`src/rtl/voting_ballot_collector_if.sv`:
```
// Ballot stream, result and acknowledge signals of the ballot collector.
//   master: voter stream driver and result consumer
//   slave : the collector
interface voting_ballot_collector_if #(
  parameter int N_VOTERS = 8,
  parameter int ID_W     = $clog2(N_VOTERS)
);
  localparam int CW = $clog2(N_VOTERS + 1);

  logic                ballot_valid;
  logic [ID_W-1:0]     ballot_id;
  logic                ballot_vote;
  logic                ballot_ready;
  logic                close_i;
  logic                dup_err;
  logic [N_VOTERS-1:0] p_input;
  logic [CW-1:0]       yes_count;
  logic                result_valid;
  logic                o;
  logic                result_ack;

  modport master (
    output ballot_valid, ballot_id, ballot_vote, close_i, result_ack,
    input  ballot_ready, dup_err, p_input, yes_count, result_valid, o
  );

  modport slave (
    input  ballot_valid, ballot_id, ballot_vote, close_i, result_ack,
    output ballot_ready, dup_err, p_input, yes_count, result_valid, o
  );
endinterface

```
`src/rtl/voting_ballot_collector.sv`:
```
// Ballot collector: accepts one ballot per cycle, rejects repeat or
// out-of-range voters, builds the packed ballot vector and the strict-majority
// decision, and holds them until the consumer acknowledges.
//   clk, rst : clock, asynchronous active-high reset
//   bus      : slave side of voting_ballot_collector_if (ballot stream in,
//              p_input/yes_count/o/result_valid out, result_ack in)

// One voter's slot: voted flag and stored vote.
module voting_ballot_slot (
  input  logic clk,
  input  logic rst,
  input  logic wr,
  input  logic vote,
  input  logic clr,
  output logic voted,
  output logic ballot
);
  always_ff @(posedge clk or posedge rst) begin
    if (rst) begin
      voted  <= 1'b0;
      ballot <= 1'b0;
    end else if (clr) begin
      voted  <= 1'b0;
      ballot <= 1'b0;
    end else if (wr) begin
      voted  <= 1'b1;
      ballot <= vote;
    end
  end
endmodule

module voting_ballot_collector #(
  parameter int N_VOTERS = 8,
  parameter int ID_W     = $clog2(N_VOTERS)
) (
  input  logic                            clk,
  input  logic                            rst,
  voting_ballot_collector_if.slave        bus
);
  localparam int CW = $clog2(N_VOTERS + 1);

  typedef enum logic {COLLECT, DONE} state_t;

  state_t              state, state_nxt;
  logic [N_VOTERS-1:0] voted, ballots;
  logic [CW-1:0]       cast_cnt, cast_nxt, yes_cnt, yes_nxt;
  logic [CW:0]         yes2;
  logic                in_collect, id_ok, take, bad, close, clr, o_nxt, o_q, dup_q;

  always_ff @(posedge clk or posedge rst) begin
    if (rst) state <= COLLECT;
    else     state <= state_nxt;
  end

  always_comb begin
    state_nxt  = state;
    in_collect = (state == COLLECT);
    id_ok      = 32'(bus.ballot_id) < N_VOTERS;
    // ballot_ready is high exactly in COLLECT, so valid alone is the handshake
    take       = in_collect && bus.ballot_valid && id_ok && !voted[bus.ballot_id];
    bad        = in_collect && bus.ballot_valid && !take;
    cast_nxt   = cast_cnt + CW'(take);
    yes_nxt    = yes_cnt + CW'(take && bus.ballot_vote);
    // the same-cycle ballot is folded into cast_nxt/yes_nxt before closing
    close      = in_collect && (bus.close_i || (take && cast_nxt == CW'(N_VOTERS)));
    clr        = (state == DONE) && bus.result_ack;
    yes2       = {yes_nxt, 1'b0};
    o_nxt      = yes2 > (CW+1)'(N_VOTERS);
    if (close)    state_nxt = DONE;
    else if (clr) state_nxt = COLLECT;
  end

  for (genvar i = 0; i < N_VOTERS; i++) begin : g_slot
    voting_ballot_slot u_slot (
      .clk    (clk),
      .rst    (rst),
      .wr     (take && bus.ballot_id == ID_W'(i)),
      .vote   (bus.ballot_vote),
      .clr    (clr),
      .voted  (voted[i]),
      .ballot (ballots[i])
    );
  end

  always_ff @(posedge clk or posedge rst) begin
    if (rst) begin
      cast_cnt <= '0;
      yes_cnt  <= '0;
      o_q      <= 1'b0;
      dup_q    <= 1'b0;
    end else begin
      dup_q <= bad;
      if (clr) begin
        cast_cnt <= '0;
        yes_cnt  <= '0;
        o_q      <= 1'b0;
      end else begin
        cast_cnt <= cast_nxt;
        yes_cnt  <= yes_nxt;
        if (close) o_q <= o_nxt;
      end
    end
  end

  assign bus.ballot_ready = (state == COLLECT);
  assign bus.result_valid = (state == DONE);
  assign bus.p_input      = ballots;
  assign bus.yes_count    = yes_cnt;
  assign bus.o            = o_q;
  assign bus.dup_err      = dup_q;
endmodule

```
`src/flat_wrapper.sv`:
```
// flat-port wrapper written by rule: the top's interface ports become plain ports
module voting_ballot_collector_flat 
#(
  parameter int N_VOTERS = 8,
  parameter int ID_W     = $clog2(N_VOTERS)
)
  (clk, rst, bus_ballot_valid, bus_ballot_id, bus_ballot_vote, bus_close_i, bus_result_ack, bus_ballot_ready, bus_dup_err, bus_p_input, bus_yes_count, bus_result_valid, bus_o);
  voting_ballot_collector_if #(.N_VOTERS(N_VOTERS), .ID_W(ID_W)) bus_i ();
  input  logic clk;
  input  logic rst;
  input wire logic [$bits(bus_i.ballot_valid)-1:0] bus_ballot_valid;
  input wire logic [$bits(bus_i.ballot_id)-1:0] bus_ballot_id;
  input wire logic [$bits(bus_i.ballot_vote)-1:0] bus_ballot_vote;
  input wire logic [$bits(bus_i.close_i)-1:0] bus_close_i;
  input wire logic [$bits(bus_i.result_ack)-1:0] bus_result_ack;
  output wire logic [$bits(bus_i.ballot_ready)-1:0] bus_ballot_ready;
  output wire logic [$bits(bus_i.dup_err)-1:0] bus_dup_err;
  output wire logic [$bits(bus_i.p_input)-1:0] bus_p_input;
  output wire logic [$bits(bus_i.yes_count)-1:0] bus_yes_count;
  output wire logic [$bits(bus_i.result_valid)-1:0] bus_result_valid;
  output wire logic [$bits(bus_i.o)-1:0] bus_o;
  assign bus_i.ballot_valid = bus_ballot_valid;
  assign bus_i.ballot_id = bus_ballot_id;
  assign bus_i.ballot_vote = bus_ballot_vote;
  assign bus_i.close_i = bus_close_i;
  assign bus_i.result_ack = bus_result_ack;
  assign bus_ballot_ready = bus_i.ballot_ready;
  assign bus_dup_err = bus_i.dup_err;
  assign bus_p_input = bus_i.p_input;
  assign bus_yes_count = bus_i.yes_count;
  assign bus_result_valid = bus_i.result_valid;
  assign bus_o = bus_i.o;
  voting_ballot_collector #(.N_VOTERS(N_VOTERS), .ID_W(ID_W)) u_core (.clk(clk), .rst(rst), .bus(bus_i));
endmodule
```
`config.mk`:
```
export PLATFORM = sky130hd
export DESIGN_NAME = voting_ballot_collector_flat
export DESIGN_NICKNAME = d
export VERILOG_FILES = /design/src/rtl/voting_ballot_collector_if.sv /design/src/rtl/voting_ballot_collector.sv /design/src/flat_wrapper.sv
export SDC_FILE = /design/constraint.sdc
export NUM_CORES = 1
export LEC_CHECK = 0
export CAP_MARGIN = 20
export CORE_MARGIN = 5
export CORE_UTILIZATION = 50
export DETAILED_ROUTE_END_ITERATION = 16
export GPL_TIMING_DRIVEN = 0
export PLACE_DENSITY_LB_ADDON = 0.08
export SYNTH_ARGS = -nofsm -noshare
export SYNTH_HDL_FRONTEND = slang
export SYNTH_SLANG_ARGS = --single-unit
```
`constraint.sdc`:
```
create_clock -name clk -period 4.6 [get_ports clk]
set_clock_uncertainty 0.2 [all_clocks]
set_input_delay 0.69 -clock clk [delete_from_list [all_inputs] [get_ports clk]]
set_output_delay 0.69 -clock clk [all_outputs]
set_load 0.05 [all_outputs]
```
After elaboration in Yosys (flattened, before gate mapping):

Index checks and enable logic that the tools add are counted.

* input port bits: 9
* output and inout port bits: 16
* bits in registers: 27

* reductions and logical operators: 28
* muxes and demuxes: 40
* bitwise gates (word level): 1
* order comparisons: 2
* eq/ne operators: 8
* $add $sub $neg: 2

Operators with widths (number)
* 1-bit two-way mux: 37
* 2-bit nonzero test: 9
* 1-bit logical AND: 15
* 3-bit equality test (second input constant): 4
* 4-bit by 1-bit adder with 4-bit output: 2
* 4-bit two-way mux: 2
* 3-bit by 2-bit equality test with 1-bit output (second input constant): 2
* 5-bit by 4-bit greater-than comparator with 1-bit output (second input constant): 1
* 4-bit equality test (second input constant): 1
* 3-bit by 4-bit less-than comparator with 1-bit output (second input constant): 1
* 1-bit binary-select mux with 3-bit select: 1
* 3-bit by 1-bit equality test with 1-bit output (second input constant): 1
* 3-bit zero test: 1
* 1-bit zero test: 2
* 1-bit logical OR: 1
* 1-bit NOT: 1

Depth between registers and ports, before layout:

Gate-level depths: netlist (run 1).

* depth in word-level cells: 11
* depth in mapped cells: 11
* gate-level depth less buffers: 10

Hierarchy:

From an unflattened synthesis (run 1), not the netlist that was laid out.

* cell total of the unflattened synthesis: 136
* area total of the unflattened synthesis: 1331.3 um2

By module, submodules not included
* voting_ballot_collector: times used 1, cells each 80, sequential area each 275.3 um2, area each 730.7 um2
* voting_ballot_slot: times used 8, cells each 7, sequential area each 50.0 um2, area each 75.1 um2

Worst setup path after synthesis (run 1):

OpenSTA, ideal clock, no wires.

* path kind: input -> register
* start: input bus_ballot_id[1]
* end: register u_core.o_q, in the netlist u_core.bus.o
* cell stages on the path: 11
* data arrival time: 2419 ps
* path slack: 1902 ps
* library setup time: 79 ps
* path through: buf_6 -> mux2i_1 -> a22oi_2 -> a31oi_2 -> ha_1 -> ha_1 -> nor2_1 -> nand2_1 -> o21ai_0 -> a32oi_1 -> mux2i_1

* word-level cells in the longest chain between the ends: 10
* elaborated cells on any way between the ends: 15
* classes of those cells: add/sub (2); order compare (1); eq/ne (1); mux (4); reduce/logical (7)

Ends and longest elaborated chain
* from (decl): line flat_wrapper.sv:12 `input wire logic [$bits(bus_i.ballot_id)-1:0] bus_ballot_id;`
* 1-bit binary-select mux with 3-bit select *: line voting_ballot_collector.sv:60 `take = in_collect && bus.ballot_valid && id_ok && !voted[bus.ballot_id];`
* 1-bit two-way mux (implied by the code) *: line voting_ballot_collector.sv:60
* 1-bit zero test *: line voting_ballot_collector.sv:60
* 1-bit logical AND *: line voting_ballot_collector.sv:60
* parallel branches: the longest is 6 deep, another holds 5-bit by 4-bit greater-than comparator with 1-bit output
* to (signal assigned): line voting_ballot_collector.sv:100 `if (close) o_q <= o_nxt;`
* to (decl): line voting_ballot_collector.sv:48 `logic in_collect, id_ok, take, bad, close, clr, o_nxt, o_q, dup_q;`

Every way passes the cells marked *. The select of a mux whose other input is x is not followed.
A chain may end at the register's enable or synchronous reset.

Final worst setup path (run 1):

* start: input bus_ballot_id[2]
* end: register u_core.o_q, in the netlist u_core.bus.o

Same word-level chain as after synthesis.

==> metrics.cfg, run 1 <==
[run_status]
status = finished, final reports clean

[logic_synthesis]
synth_compound_area_share_pct = 6.99
syn_inst = 134
synth_xor_area_share_pct = 3.18
synthFlopType = dfrtp_1
synthArstFlopShare_pct = 100
synth_top_family_by_area = simple AND/OR/NAND/NOR gates
synth_nets = 147
yosys.area_share.simple_pct = 20.4
yosysSeqAreaShare_pct = 49.0
synth_seq_cells = 27
synthDistinctLibCells = 29
synth_edf_count = 0
synth_fa_ha_area_share_pct = 3.63
yosysWarningCount = 0
syn_area_per_cell_um2 = 10.3
synth_area_mm2 = 0.00138
synth.area.mux_share_pct = 9.45

[global_route]
grt_usage_pct = 14.3
antenna_found_initial = 0
grt_pass1_vias = 989
grt_overflow = 0
grt_max_degree = 28
grt_pass1_wl_mm = 4.58

[finish]
drive_gt1_share_pct = 13.0
antenna_cells = 0
seqCellArea_um2 = 676
area_delta_synth_final_pct = 22.7
fillCellCount = 225
multi_input_area_um2 = 602
layout.nets = 175

[pwr]
power_density_mw_per_mm2 = 284
p_leak_uw = 0.000776
peakVddDrop_v = 0.000221

[critical_path]
cp.arrival_ns = 3.16
endpoint_kind = flop
cp_data_required_time_ns = 4.65
path_class = input pin to flop
crit_path_max_fanout = 7
worstSetupStartpointType = input pin
worstRegToRegCells = 10

[detailed_routing]
routed_wl_mm = 2.73
dr.first_iter.drc_count = 32
drc = 0
viasPerCell = 5.27
wl_per_cell_um = 14.2
antenna_left = 0
drtPass1Iterations = 4
vias = 1012

[min_path]
min_path_cells = 1
hp-class = flop to flop

[clock_tree]
clk_path_buf_depth = 2
postCtsSetupBuffers = 0
cts_tree = done
clockRootBuffer = clkbuf_4
numClockSinks = 27
numCtsBuffers = 3
clk_pin_slew_worst_paths_ns = 0.14
ctsHoldBuffers = 0
post_cts_resized = 0
ctsHtreeMaxLevel = 1
worstSkewPairLatency_ns = 0.32

[run]
drv_cap = 0

[sta]
period_needed_ns = 3.10
timing.hold.ws_ns = 0.313
maxSlewHeadroom_pct = 64.6
grt_setup_unrepaired = no
fin_setup_tns_ns = 0
setup_viol = 0
worst_pin_slew_ns = 0.526
finalCritPeriodShare_pct = 67.5
max_freq_ghz = 0.322
slew_violations = 0
hold_viol = 0

[die]
die_h_um = 62.5
ios = 25
dieArea_mm2 = 0.00391
initial_core_util_pct = 51.3
die_w_um = 62.5
rows = 19
core_mm2 = 0.00269

[placement]
hpwlAfterDp_mm = 1.96
io_buffers = 22
gp_congestion = 0.837

## critical path, stage by stage
cell	delay [ns]
clkdlybuf4s50_1	0.58
nor2b_1	0.24
a22oi_2	0.14
a31oi_2	0.33
ha_1	0.25
ha_1	0.21
nor2_1	0.06
nand2_1	0.05
o21ai_0	0.13
a32oi_1	0.26
mux2i_1	0.21
## path summary, 6_finish.rpt
| kind | endpoint | startpoint | slack [ns] |
|---|---|---|---|
| max | u_core.bus.o$_DFFE_PP0P_ | bus_ballot_id[2] | 1.50 |
| min | u_core.g_slot[1].u_slot.voted$_DFFE_PP0P_ | u_core.g_slot[1].u_slot.voted$_DFFE_PP0P_ | 0.31 |
| max reg2reg | u_core.bus.o$_DFFE_PP0P_ | u_core.g_slot[2].u_slot.voted$_DFFE_PP0P_ | 2.03 |
| min reg2reg | u_core.g_slot[1].u_slot.voted$_DFFE_PP0P_ | u_core.g_slot[1].u_slot.voted$_DFFE_PP0P_ | 0.31 |
| max in group asynchronous | u_core.g_slot[5].u_slot.ballot$_DFFE_PP0P_ | rst | 3.46 |
| min in group asynchronous | u_core.g_slot[2].u_slot.voted$_DFFE_PP0P_ | rst | 0.36 |
## registers in the layout, indices dropped and copies added, names as in the netlist
signal                       cells
u_core.bus.dup_err               1
u_core.g_slot.u_slot.ballot      8
u_core.bus.o                     1
u_core.bus.result_valid          1
u_core.g_slot.u_slot.voted       8
u_core.cast_cnt                  4
u_core.bus.yes_count             4
## through the flow
stage               area [um2]  setup WS, ns  instances  power [uW]  utilization (%)
floorplan                 1380          1.90        134         344                -
global placement          1640          1.23        187         378             60.9
detailed placement        1640          1.20        187         380             60.9
CTS                       1660          1.53        191         483             61.9
global route              1690          1.26        192         510             62.9
finish                    1690          1.50        192         480             62.9
## cell usage after synthesis (2+ instances only)
library cell	count	area (um2)
nor2_1	32	120
dfrtp_1	27	676
mux2i_1	13	130
buf_4	8	60.1
nand2_1	7	26.3
and2_1	6	37.5
ha_1	4	50.1
nand3_1	4	20.0
inv_1	3	11.3
nor3_1	3	15.0
nor4_1	3	18.8
xor2_1	3	26.3
buf_2	2	10.0
clkbuf_1	2	7.51
o21a_1	2	15.0
xnor2_1	2	17.5
## cells by family after synthesis
group | Yosys count
DFF | 27
muxes | 13
adders and majority gates | 4
AOI/OAI and AO/OA | 9
and+or+nand+nor | 60
buffers and inverters | 16
xor gates and xnor gates | 5
## layer usage
metal	global-route usage (%)	routed length [um]	vias to the layer above
met1	20.2	1310	484
met2	22.7	1310	20
met5	0	0	-
met4	3.18	20	0
li1	-	-	506
met3	2.88	84	2
## final cells by class
cell class | instances | area share [%]
Buffer | 13 | 5.26
Timing Repair Buffer | 23 | 14.7
Sequential cell | 27 | 40.0
Inverter | 3 | 0.666
Tap cell | 31 | 2.29
Multi-Input combinational cell | 91 | 35.6
Clock buffer | 4 | 1.55
## cell usage in the layout (no fill, tap or decap), types with 4 or more instances in the layout
master           synthesis  routed
buf_4                    8       8
nand2_1                  7       7
mux2i_1                 13      13
nand3_1                  4       4
clkdlybuf4s50_1          0      22
nor2_1                  32      32
dfrtp_1                 27      27
and2_1                   6       6
ha_1                     4       4
## where the power goes
part	switching (uW)	internal (uW)	leakage, uW	total (uW)
registers	9.50	252	0.000371	261
logic	74.3	43.8	0.000391	118
clock network	67.0	33.9	0.0000150	101
No activity file was read; power rests on OpenSTA's default activity.
==> run 2: changes to the inputs <==
Settings changed: CORE_UTILIZATION 50 to 46.
Clock period 4.6 ns to 2.7 ns, I/O delays scaled along.
==> run 2 against run 1 <==
  * Routed wire length fell by 3.5%
  * First-iteration DRC count is 3.1% higher
  * Register-to-register slack lost 1.7 ns
  * Die area grew 7.3%
  * Cell count increased by 0.52%
  * Worst hold slack worse by 0.24 ns
==> metrics.cfg, run 2 (same netlist as run 1, synthesis figures left out) <==
[run_status]
status = finished, final reports clean

[die]
core_mm2 = 0.00281  ; +4.4%
ios = 25  ; unchanged
initial_core_util_pct = 49.1  ; -2.2 points
die_h_um = 64.7  ; +3.6%
rows = 19  ; unchanged
dieArea_mm2 = 0.00419  ; +7.3%
die_w_um = 64.7  ; +3.6%

[detailed_routing]
antenna_left = 0  ; unchanged
routed_wl_mm = 2.63  ; -3.5%
dr.first_iter.drc_count = 33  ; +3.1%
vias = 1022  ; +0.99%
wl_per_cell_um = 13.6  ; -4.0%
drtPass1Iterations = 4  ; unchanged
viasPerCell = 5.30  ; +0.46%
drc = 0  ; unchanged

[clock_tree]
numClockSinks = 27  ; unchanged
worstSkewPairLatency_ns = 0.32  ; about the same
clockRootBuffer = clkbuf_4
ctsHtreeMaxLevel = 1  ; unchanged
ctsHoldBuffers = 0  ; unchanged
clk_path_buf_depth = 2  ; unchanged
clk_pin_slew_worst_paths_ns = 0.14  ; about the same
numCtsBuffers = 3  ; unchanged
cts_tree = done

[pwr]
peakVddDrop_v = 0.000225  ; +1.5%
finalPower_uw = 824  ; +72%
power_density_mw_per_mm2 = 479  ; +69%
p_leak_uw = 0.000781  ; +0.55%

[global_route]
grt_overflow = 0  ; unchanged
met3_usage_pct = 3.45  ; +0.58 points
busiest_layer = met2
grt_pass1_vias = 1002  ; +1.3%
antenna_found_initial = 0  ; unchanged
grt_max_degree = 28  ; unchanged
grt_util_met2_pct = 22.1  ; -0.57 points
grt_pass1_wl_mm = 4.51  ; -1.5%
grt_usage_pct = 14.1  ; -0.27 points
met1_usage_pct = 17.7  ; -2.5 points

[critical_path]
crit_path_max_fanout = 10  ; +3
cp.arrival_ns = 2.61  ; -0.55 ns
cp_top_family = compound AO/OA/AOI/OAI gates
cp_data_required_time_ns = 2.76  ; -1.89 ns
crit_buf_inv = 2  ; +1
worstRegToRegCells = 10  ; unchanged
cpPeakStageDelay_ns = 0.43  ; -0.15 ns
endpoint_kind = flop
worstSetupStartpointType = input pin
path_class = input pin to flop
crit_chain = clkdlybuf4s50_1 -> clkbuf_4 -> nor2_2 -> a22oi_2 -> a31oi_4 -> ha_2 -> ha_1 -> nor2_1 -> nand2_1 -> o21ai_0 -> a32oi_1 -> mux2i_1
crit_path_start = bus_ballot_id[0]
cp.depth = 12  ; +1
r2r-start = u_core.g_slot[6].u_slot.voted$_DFFE_PP0P_
cpMaxStageDelayCell = clkdlybuf4s50_1

[placement]
gp_congestion = 0.830  ; -0.85%
hpwlAfterDp_mm = 1.90  ; -3.1%
io_buffers = 22  ; unchanged
dp_slack_ns = -0.357  ; -1.56 ns
dpl.cell_count = 187  ; unchanged

[sta]
worst_slack_ns = 0.151  ; -1.35 ns
period_needed_ns = 2.55
max_freq_ghz = 0.392
finalCritPeriodShare_pct = 94.4
setup_viol = 0  ; unchanged
hold_viol = 0  ; unchanged
slew_violations = 0  ; unchanged
grt_setup_unrepaired = no
maxSlewHeadroom_pct = 63.2  ; -1.4 points
fin_setup_tns_ns = 0  ; unchanged
worst_pin_slew_ns = 0.553  ; +0.0261 ns

[finish]
layout.nets = 176  ; +0.57%
instances_no_fill = 193  ; +0.52%
antenna_cells = 0  ; unchanged
largest_registers = u_core.g_slot.u_slot.ballot: 8 flops, u_core.g_slot.u_slot.voted: 8 flops
final_common_cell = nor2_1
area_delta_synth_final_pct = 24.9
drive_gt1_share_pct = 15.4  ; +2.4 points
most-common-layout-cells = nor2_1, dfrtp_1, clkdlybuf4s50_1

[min_path]
hp-class = input pin to async pin

[run]
drv_cap = 0  ; unchanged

==> run 2: final timing paths <==
kind | end | slack [ns]
worst max register to register | u_core.bus.o$_DFFE_PP0P_ | 0.33
max in group asynchronous | u_core.g_slot[4].u_slot.ballot$_DFFE_PP0P_ | 1.85
worst min register to register | u_core.g_slot[3].u_slot.voted$_DFFE_PP0P_ | 0.31
worst min-delay path | u_core.bus.yes_count[2]$_DFF_PP0_ | 0.07
min in group clk | u_core.g_slot[0].u_slot.voted$_DFFE_PP0P_ | 0.24
worst max-delay path | u_core.bus.o$_DFFE_PP0P_ | 0.15
==> run 2: worst reg2reg max path, cell delays in order, from the launching register on <==
cell and delay (ns):
dfrtp_1 0.41, mux2i_1 0.24, nand3_4 0.15, a31oi_4 0.21, ha_2 0.23, ha_1 0.20
nor2_1 0.06, nand2_1 0.05, o21ai_0 0.11, a32oi_1 0.25, mux2i_1 0.20
==> run 2: per-layer routing <==
metal | routed length (um) | up-vias
met5 | 0 | -
met4 | 54 | 0
met3 | 113 | 4
met2 | 1240 | 19
met1 | 1230 | 497
li1 | - | 502
==> run 2: stage by stage <==
| step | hold slack (ns) | utilization, % | instance area, um2 |
|---|---|---|---|
| 2_1_floorplan | 0.258 | - | 1380 |
| 3_3_place_gp | 0.275 | 58.3 | 1640 |
| 3_5_place_dp | 0.283 | 58.3 | 1640 |
| 4_1_cts | 0.220 | 59.2 | 1660 |
| 5_1_grt | 0.0652 | 61.3 | 1720 |
| 6_report | 0.0699 | 61.3 | 1720 |
==> run 2: power by group <==
group | leakage (uW) | switching, uW | total, uW | internal [uW]
sequential | 0.000371 | 15.8 | 445 | 429
combinational | 0.000395 | 128 | 206 | 78.5
clock | 0.0000150 | 116 | 174 | 57.9
total | 0.000781 | 259 | 824 | 565
==> run 2: area by class of cell <==
cell class              instances  area [um2]
repair buffers                 24         254
plain buffers                  13        91.3
fillers                       255        1080
flip-flops and latches         27         676
clock buffers                   4        26.3
inverters                       3        11.3
multi-input cells              91         623
well taps                      31        38.8
==> run 2: what timing repair did <==
action / CTS / global route
pin swaps: 0 / 2
endpoints found under the setup margin: 1 / 2
buffers inserted: 0 / 1
resized for setup: 1 / 6
==> run 3: changes to the inputs <==
--- a/config.mk
+++ b/config.mk
@@ -9,3 +9,3 @@
 export CORE_MARGIN = 5
-export CORE_UTILIZATION = 46
+export CORE_UTILIZATION = 50
 export DETAILED_ROUTE_END_ITERATION = 16
==> constraint.sdc (replaced) <==
create_clock -name clk -period 2.4 [get_ports clk]
set_clock_uncertainty 0.2 [all_clocks]
set_input_delay 0.48 -clock clk [delete_from_list [all_inputs] [get_ports clk]]
set_output_delay 0.48 -clock clk [all_outputs]
set_load 0.05 [all_outputs]
==> run 3 against run 2 <==
  * Die area down 6.8%
  * Clock-buffer cell count unchanged
  * Global-route usage grew 1.7 points
  * Cell area up 4.1%
  * Clock power grew 14%
  * Non-clock buffer count up 4
==> metrics.cfg, run 3 (same netlist as run 1, synthesis figures left out) <==
[run_status]
status = finished, final reports clean

[detailed_routing]
routed_wl_mm = 2.82  ; +7.0%
drc = 0  ; unchanged
vias = 1030  ; +0.78%
viasPerCell = 5.23  ; -1.3%
wl_per_cell_um = 14.3  ; +4.8%
dr.first_iter.drc_count = 32  ; -3.0%
antenna_left = 0  ; unchanged
drtPass1Iterations = 4  ; unchanged

[clock_tree]
clk_path_buf_depth = 2  ; unchanged
cts_tree = done
ctsHtreeMaxLevel = 1  ; unchanged
worstSkewPairLatency_ns = 0.33  ; about the same
clk_pin_slew_worst_paths_ns = 0.14  ; about the same
clockRootBuffer = clkbuf_4
numClockSinks = 27  ; unchanged
numCtsBuffers = 3  ; unchanged

[critical_path]
worstSetupStartpointType = input pin
crit_chain = clkdlybuf4s50_1 -> nand2b_2 -> a31oi_4 -> ha_4 -> nand2_1 -> xor2_1 -> o21ai_2 -> a32oi_1 -> mux2i_1
cp.arrival_ns = 2.35  ; -0.26 ns
cpMaxStageDelayCell = clkdlybuf4s50_1
crit_path_max_fanout = 6  ; -4
cp_top_family = compound AO/OA/AOI/OAI gates
endpoint_kind = flop
cpPeakStageDelay_ns = 0.51  ; +0.08 ns
cp_data_required_time_ns = 2.46  ; -0.30 ns
crit_buf_inv = 1  ; -1
path_class = input pin to flop

[placement]
placed_cell_area_mm2 = 0.00166  ; +1.5%
io_buffers = 22  ; unchanged
gp_congestion = 0.841  ; +1.3%
hpwlAfterDp_mm = 1.99  ; +4.9%
dp_slack_ns = -0.727  ; -0.371 ns

[sta]
fin_setup_tns_ns = 0  ; unchanged
maxSlewHeadroom_pct = 62.9  ; -0.24 points
max_freq_ghz = 0.436
worst_slack_ns = 0.106  ; -0.0445 ns
setup_viol = 0  ; unchanged
finalCritPeriodShare_pct = 95.6
hold_viol = 0  ; unchanged
period_needed_ns = 2.29
worst_pin_slew_ns = 0.556  ; +0.00303 ns
timing.hold.ws_ns = 0.276  ; +0.206 ns
slew_violations = 0  ; unchanged

[global_route]
grt_pass1_vias = 1104  ; +10%
grt_overflow = 0  ; unchanged
grt_max_degree = 28  ; unchanged
grt_pass1_wl_mm = 5.01  ; +11%
antenna_found_initial = 0  ; unchanged
grt_usage_pct = 15.8  ; +1.7 points

[finish]
design_area_mm2 = 0.00179  ; +4.1%
largest_registers = u_core.g_slot.u_slot.ballot: 8 flops, u_core.g_slot.u_slot.voted: 8 flops
most-common-layout-cells = nor2_1, dfrtp_1, clkdlybuf4s50_1
antenna_cells = 0  ; unchanged
fin_util_pct = 66.7  ; +5.4 points
final_common_cell = nor2_1
layout.nets = 180  ; +2.3%
fillCellCount = 223  ; -13%
drive_gt1_share_pct = 22.3  ; +6.9 points
area_delta_synth_final_pct = 30.1

[pwr]
peakVddDrop_v = 0.000444  ; +98%
power_density_mw_per_mm2 = 532  ; +11%
p_leak_uw = 0.000808  ; +3.5%

[die]
rows = 19  ; unchanged
initial_core_util_pct = 51.3  ; +2.2 points
die_h_um = 62.5  ; -3.5%
ios = 25  ; unchanged
die_w_um = 62.5  ; -3.5%
core_mm2 = 0.00269  ; -4.2%
dieArea_mm2 = 0.00391  ; -6.8%

[min_path]
hp-class = input pin to async pin

[run]
drv_cap = 0  ; unchanged

==> run 3: changes by cell type in the layout (fill, tap and decap cells not counted), moves of 2 or more <==
| cell | previous run | this run |
|---|---|---|
| buf_4 | 9 | 13 |
| ha_4 | 0 | 2 |
| mux2i_2 | 0 | 2 |
| mux2i_1 | 13 | 11 |
| clkdlybuf4s50_1 | 21 | 19 |
==> run 3: worst paths after layout <==
kind / slack, ns / cells after the start / end / from
max: 0.11 / 9 / u_core.bus.o$_DFFE_PP0P_ / bus_ballot_valid
min: 0.28 / 2 / u_core.g_slot[3].u_slot.ballot$_DFFE_PP0P_ / rst
max reg2reg: 0.13 / 9 / u_core.bus.o$_DFFE_PP0P_ / u_core.g_slot[4].u_slot.voted$_DFFE_PP0P_
min reg2reg: 0.32 / 1 / u_core.g_slot[1].u_slot.voted$_DFFE_PP0P_ / u_core.g_slot[1].u_slot.voted$_DFFE_PP0P_
max in group asynchronous: 1.23 / 3 / u_core.g_slot[3].u_slot.voted$_DFFE_PP0P_ / rst
min in group clk: 0.28 / 4 / u_core.g_slot[0].u_slot.voted$_DFFE_PP0P_ / bus_ballot_id[1]
==> run 3: stage by stage <==
step	total power (uW)	std cells
3_3_place_gp	732	187
4_1_cts	952	195
2_1_floorplan	666	134
3_5_place_dp	738	187
5_1_grt	1010	197
6_report	953	197
==> run 3: report_power, final <==
group          switching [uW]  internal (uW)  leakage (uW)  total [uW]
registers                22.8            483      0.000371         505
logic                     148           99.8      0.000423         248
clock network             134           65.2     0.0000150         199
total                     305            648      0.000808         953
==> run 3: area by class of cell <==
cell class,count,area (um2),share of cell area [%]
Sequential cell,27,676,37.7
Multi-Input combinational cell,91,667,37.2
Timing Repair Buffer,28,269,15.0
Buffer,13,104,5.80
Tap cell,31,38.8,2.16
Clock buffer,4,26.3,1.47
Inverter,3,11.3,0.628
==> run 3: metal layers <==
layer,part of all wire (%),vias to the layer above,track usage [%]
met1,48,495,20.5
met5,0,-,0
li1,-,506,-
met4,2.7,0,7.69
met2,46,22,25.4
met3,2.8,7,2.70
==> run 3: repair_timing <==
item / in CTS / in global routing
hold buffers: 0 / 0
pin swaps: 4 / 5
endpoints found under the setup margin: 5 / 3
gates resized for setup: 9 / 9
endpoints found under the hold margin: 0 / 0
buffers inserted: 4 / 1
